File: config.mk
export PLATFORM = sky130hd
export DESIGN_NAME = lcd_fb_arbiter
export DESIGN_NICKNAME = d
export VERILOG_FILES = /design/src/rtl/lcd_fb_arbiter.sv
export SDC_FILE = /design/constraint.sdc
export NUM_CORES = 1
export LEC_CHECK = 0
export CAP_MARGIN = 20
export CORE_MARGIN = 2
export CORE_UTILIZATION = 43
export CTS_CLUSTER_SIZE = 28
export DETAILED_ROUTE_END_ITERATION = 6
export HOLD_SLACK_MARGIN = 0.03
export PLACE_DENSITY = 0.85
export SLEW_MARGIN = 30
export SYNTH_ARGS = -nofsm -noshare
export SYNTH_HDL_FRONTEND = slang
export SYNTH_SLANG_ARGS = --single-unit
File: constraint.sdc
create_clock -name clk -period 3 [get_ports clk]
set_input_delay 0.45 -clock clk [delete_from_list [all_inputs] [get_ports clk]]
set_output_delay 0.45 -clock clk [all_outputs]
set_load 0.03 [all_outputs]
File: src/rtl/lcd_fb_arbiter.sv
// Arbiter sharing one single-port framebuffer BSRAM between LCD scan-out and a host port.
// Optional host stall counter: define LCD_FB_ARB_STATS_EN.
module lcd_fb_arbiter #(
  parameter int AW             = 14,
  parameter int DW             = 16,
  parameter int RD_LAT         = 1,
  parameter int MAX_SCAN_BURST = 8
) (
  input  logic          clk,
  input  logic          rst,
  input  logic          scan_req,
  input  logic          scan_urgent,
  input  logic [AW-1:0] scan_addr,
  output logic          scan_gnt,
  output logic          scan_rvalid,
  output logic [DW-1:0] scan_rdata,
  input  logic          host_req,
  input  logic          host_we,
  input  logic [AW-1:0] host_addr,
  input  logic [DW-1:0] host_wdata,
  output logic          host_gnt,
  output logic          host_rvalid,
  output logic [DW-1:0] host_rdata,
  output logic [AW-1:0] mem_addr,
  output logic          mem_ce,
  output logic          mem_we,
  output logic [DW-1:0] mem_wdata,
  input  logic [DW-1:0] mem_rdata,
  input  logic          stats_clr,
  output logic [15:0]   host_wait
);

  localparam int         DEPTH     = RD_LAT + 1;
  localparam logic [7:0] BURST_MAX = 8'(MAX_SCAN_BURST);

  logic [7:0]       streak;
  logic [DEPTH-1:0] tag_valid;
  logic [DEPTH-1:0] tag_host;
  logic [DW-1:0]    scan_hold;
  logic [DW-1:0]    host_hold;
  logic             issue_read;

  // Scan wins unless the host has already waited out a full burst and scan is not urgent.
  assign scan_gnt   = scan_req & (~host_req | scan_urgent | (streak < BURST_MAX));
  assign host_gnt   = host_req & ~scan_gnt;
  assign issue_read = scan_gnt | (host_gnt & ~host_we);

  always_ff @(posedge clk) begin
    if (rst) begin
      streak <= 8'd0;
    end else if (!host_req || host_gnt) begin
      streak <= 8'd0;
    end else if (scan_gnt && (streak < BURST_MAX)) begin
      streak <= streak + 8'd1;
    end
  end

  always_ff @(posedge clk) begin
    if (rst) begin
      mem_ce    <= 1'b0;
      mem_we    <= 1'b0;
      mem_addr  <= '0;
      mem_wdata <= '0;
    end else if (scan_gnt) begin
      mem_ce    <= 1'b1;
      mem_we    <= 1'b0;
      mem_addr  <= scan_addr;
      mem_wdata <= '0;
    end else if (host_gnt) begin
      mem_ce    <= 1'b1;
      mem_we    <= host_we;
      mem_addr  <= host_addr;
      mem_wdata <= host_wdata;
    end else begin
      mem_ce <= 1'b0;
      mem_we <= 1'b0;
    end
  end

  // Stage k of the tag pipe describes the access whose grant was k+1 cycles ago.
  always_ff @(posedge clk) begin
    if (rst) begin
      tag_valid <= '0;
      tag_host  <= '0;
    end else begin
      tag_valid <= {tag_valid[DEPTH-2:0], issue_read};
      tag_host  <= {tag_host[DEPTH-2:0], host_gnt};
    end
  end

  assign scan_rvalid = tag_valid[RD_LAT] & ~tag_host[RD_LAT];
  assign host_rvalid = tag_valid[RD_LAT] &  tag_host[RD_LAT];

  always_ff @(posedge clk) begin
    if (rst) begin
      scan_hold <= '0;
      host_hold <= '0;
    end else begin
      if (scan_rvalid) scan_hold <= mem_rdata;
      if (host_rvalid) host_hold <= mem_rdata;
    end
  end

  // Read data passes straight through on the return cycle and is held afterwards.
  assign scan_rdata = scan_rvalid ? mem_rdata : scan_hold;
  assign host_rdata = host_rvalid ? mem_rdata : host_hold;

`ifdef LCD_FB_ARB_STATS_EN
  logic [15:0] wait_cnt;

  always_ff @(posedge clk) begin
    if (rst || stats_clr) begin
      wait_cnt <= 16'h0000;
    end else if (host_req && !host_gnt && (wait_cnt != 16'hFFFF)) begin
      wait_cnt <= wait_cnt + 16'h0001;
    end
  end

  assign host_wait = wait_cnt;
`else
  logic unused_stats_clr;
  assign unused_stats_clr = stats_clr;
  assign host_wait        = 16'h0000;
`endif

endmodule

==> qor.yml <==
status: "finished clean"
synth-seq-cells: 76
die_y_um: 88.04
postCtsSetupBuffers: 0
synth_top_family_by_area: "multiplexers"
clk_latency_ns: 0.34
post_drt_wl_per_cell_um: 13.47
grt_pass1_vias: 2499
dr.pass1.iters: 4
yosysUniqueCellTypes: 29
rsz0062_at_grt: "false"
clock_sinks: 76
setup_viol: 0
synthXorXnorAreaFrac_pct: 0
drive_above_1_share_pct: 14.02
ys_warn_count: 0
grt_usage_pct: 18.64
fmaxAchievable_mhz: 373.2
dpl.hpwl_um: 5263
pin_count: 151
hp-class: "reg2reg"
irDropWorstVdd_mv: 0.2766
synth_compound_area_share_pct: 4.532
synth.area.top_cells: "dfxtp_1 (50%), mux2_2 (12%), mux2i_1 (9.9%)"
cp.arrival_ns: 2.23
holdPathEnd: "tag_valid[1]$_SDFF_PP0_"
stdcell_count: 524
postLayoutCoreUtil_pct: 67.14
power_density_nw_per_um2: 484.8
globalplace.congestion: 0.6893
r2r_start: "streak[7]$_SDFFE_PP0P_"
grt_start_max_net_pins: 24
initial_core_util_pct: 44.45
min_from: "tag_valid[0]$_SDFF_PP0_"
vias: 2439
synth-simple-area-share_pct: 16.07
antenna_left: 0
synthArstFlopShare_pct: 0
drt_iter0_markers: 53
muxShareOfSynthArea_pct: 21.76
synth_top_area_share_pct: 50.10
syn_to_final_growth_pct: 51.05
r2r_slack_ns: 0.93
tritoncts: "done"
ctsHoldBuffers: 0
finalSetupTns_ns: 0
row_count: 30
drv_slew: 0
clockBufferDepth: 2
nFillCells: 577
p_leak_nw: 1.874
synthCells: 289
tightestPinTransition_ns: 0.7429
grt_remaining_overflow: 0
grt_pass1_wl_um: 11120
io_buffers: 133
skew_ns: 0.007995
relSlewSlack_pct: 50.35
synth.avg_cell_area_um2: 10.51
h-tree-depth: 3
core_area_um2: 6832
layout_common_cells: "clkdlybuf4s50_1 (132), dfxtp_1 (76), nor2b_1 (36)"
clk_pin_slew_ns: 0.07
crit_required_ns: 2.55
worst_r2r_endpoint: "mem_wdata[1]$_SDFFE_PP0P_"
synthFlopType: "dfxtp_1"
reg2reg_depth: 5
syn_area_um2: 3037
via_per_inst: 4.655
period_minus_slack_ns: 2.679
critPathKind: "reg2out"
cts_resized: 0
period_share_pct: 89.31
placedCellCount: 509
synth-adder-area-share_pct: 0.4120
wl_um: 7059
final_common_cell: "clkdlybuf4s50_1"
start_kind: "flip-flop"
crit_fanout: 17
ys_seq_area_share_pct: 50.10
hold_depth: 1
dieArea_um2: 7750
synth_edf_count: 0
worst_setup_path_end_kind: "primary output"
antenna_found_initial: 0
die_w_um: 88.04
drv_cap: 0
drc: 0
yosysTopAreaCell: "dfxtp_1"
hold_viol: 0
antennaDiodeCount: 0
cts_root_buf: "clkbuf_8"
nets: 492
cts_buffers: 9
-- worst max-delay path, cell delays in order (launching register included) --
cell and delay (ns):
dfxtp_1 0.31, nand2_1 0.55, mux2_2 0.42, clkdlybuf4s50_1 0.62
-- metrics by stage --
step	total power, mW	hold slack, ns	instance area, um^2	setup WS [ns]
after floorplan	1.320	0.4138	3093	1.089
after global placement	1.491	0.4245	4393	0.4204
after detailed placement	1.498	0.4239	4393	0.3964
after CTS	2.250	0.4439	4583	0.2787
after global routing	2.321	0.4687	4587	0.1941
final	2.224	0.4403	4587	0.3206
-- how the worst max path moves through the flow --
| stage | startpoint | slack, ns | cells past startpoint | endpoint |
|---|---|---|---|---|
| after floorplan | streak[7]$_SDFFE_PP0P_ | 1.09 | 4 | host_gnt |
| after detailed placement | scan_req | 0.40 | 5 | scan_gnt |
| final | tag_host[1]$_SDFF_PP0_ | 0.32 | 3 | host_rdata[14] |
| after CTS | tag_host[1]$_SDFF_PP0_ | 0.28 | 3 | host_rdata[10] |
| after global routing | tag_valid[1]$_SDFF_PP0_ | 0.19 | 3 | host_rdata[12] |
| after global placement | scan_req | 0.42 | 5 | scan_gnt |
-- metal layers --
metal	vias to the layer above	part of all wire, %	global-route usage, %
met5	-	0	0
met4	0	2.4	8.264
met3	17	11	8.577
met2	102	49	33.40
met1	1118	38	18.44
li1	1202	-	-
-- final cells by class --
| cell class | count | area (um^2) | share of cell area [%] |
|---|---|---|---|
| sequential | 76 | 1521 | 33.17 |
| timing repair buffer | 140 | 1381 | 30.11 |
| multi-input combinational | 194 | 1363 | 29.71 |
| clock buffer | 10 | 137.6 | 3.001 |
| tap | 96 | 120.1 | 2.619 |
| clock inverter | 5 | 52.55 | 1.146 |
| inverter | 3 | 11.26 | 0.2455 |
-- logic make-up (layout without fill, tap and decap cells) --
logic type,after synthesis,after routing
multiplexers,62,62
AND/OR/NAND/NOR,93,93
other,1,16
adder cells (fa/ha/maj),1,1
flip-flops,76,76
AO/OA/AOI/OAI,22,22
buffers and inverters,34,158
-- registers in the layout, summed over array words and instances, names as in the netlist --
signal and cells:
tag_host 2, host_hold 16, mem_we 1, tag_valid 2
streak 8, mem_wdata 16, mem_ce 1, scan_hold 16
mem_addr 14
-- power breakdown --
part	switching (mW)	internal (mW)	leakage, nW
combinational	0.212	0.203	1.16
sequential	0.0145	1.04	0.619
clock	0.353	0.398	0.0979
total	0.579	1.64	1.87
-- synth_stat cells (2+ instances only) --
| cell | n |
|---|---|
| mux2i_1 | 30 |
| inv_1 | 2 |
| nand2_1 | 19 |
| buf_6 | 2 |
| and3_1 | 4 |
| buf_2 | 5 |
| o21ai_1 | 7 |
| a21oi_1 | 5 |
| and2_1 | 2 |
| nand3_1 | 2 |
| o21ai_0 | 7 |
| dfxtp_1 | 76 |
| nor2_1 | 19 |
| mux2_2 | 32 |
| clkbuf_1 | 7 |
| nor2b_1 | 36 |
| or3_1 | 2 |
| nand2b_1 | 5 |
| buf_4 | 17 |
No activity file was read; power rests on OpenSTA's default activity.
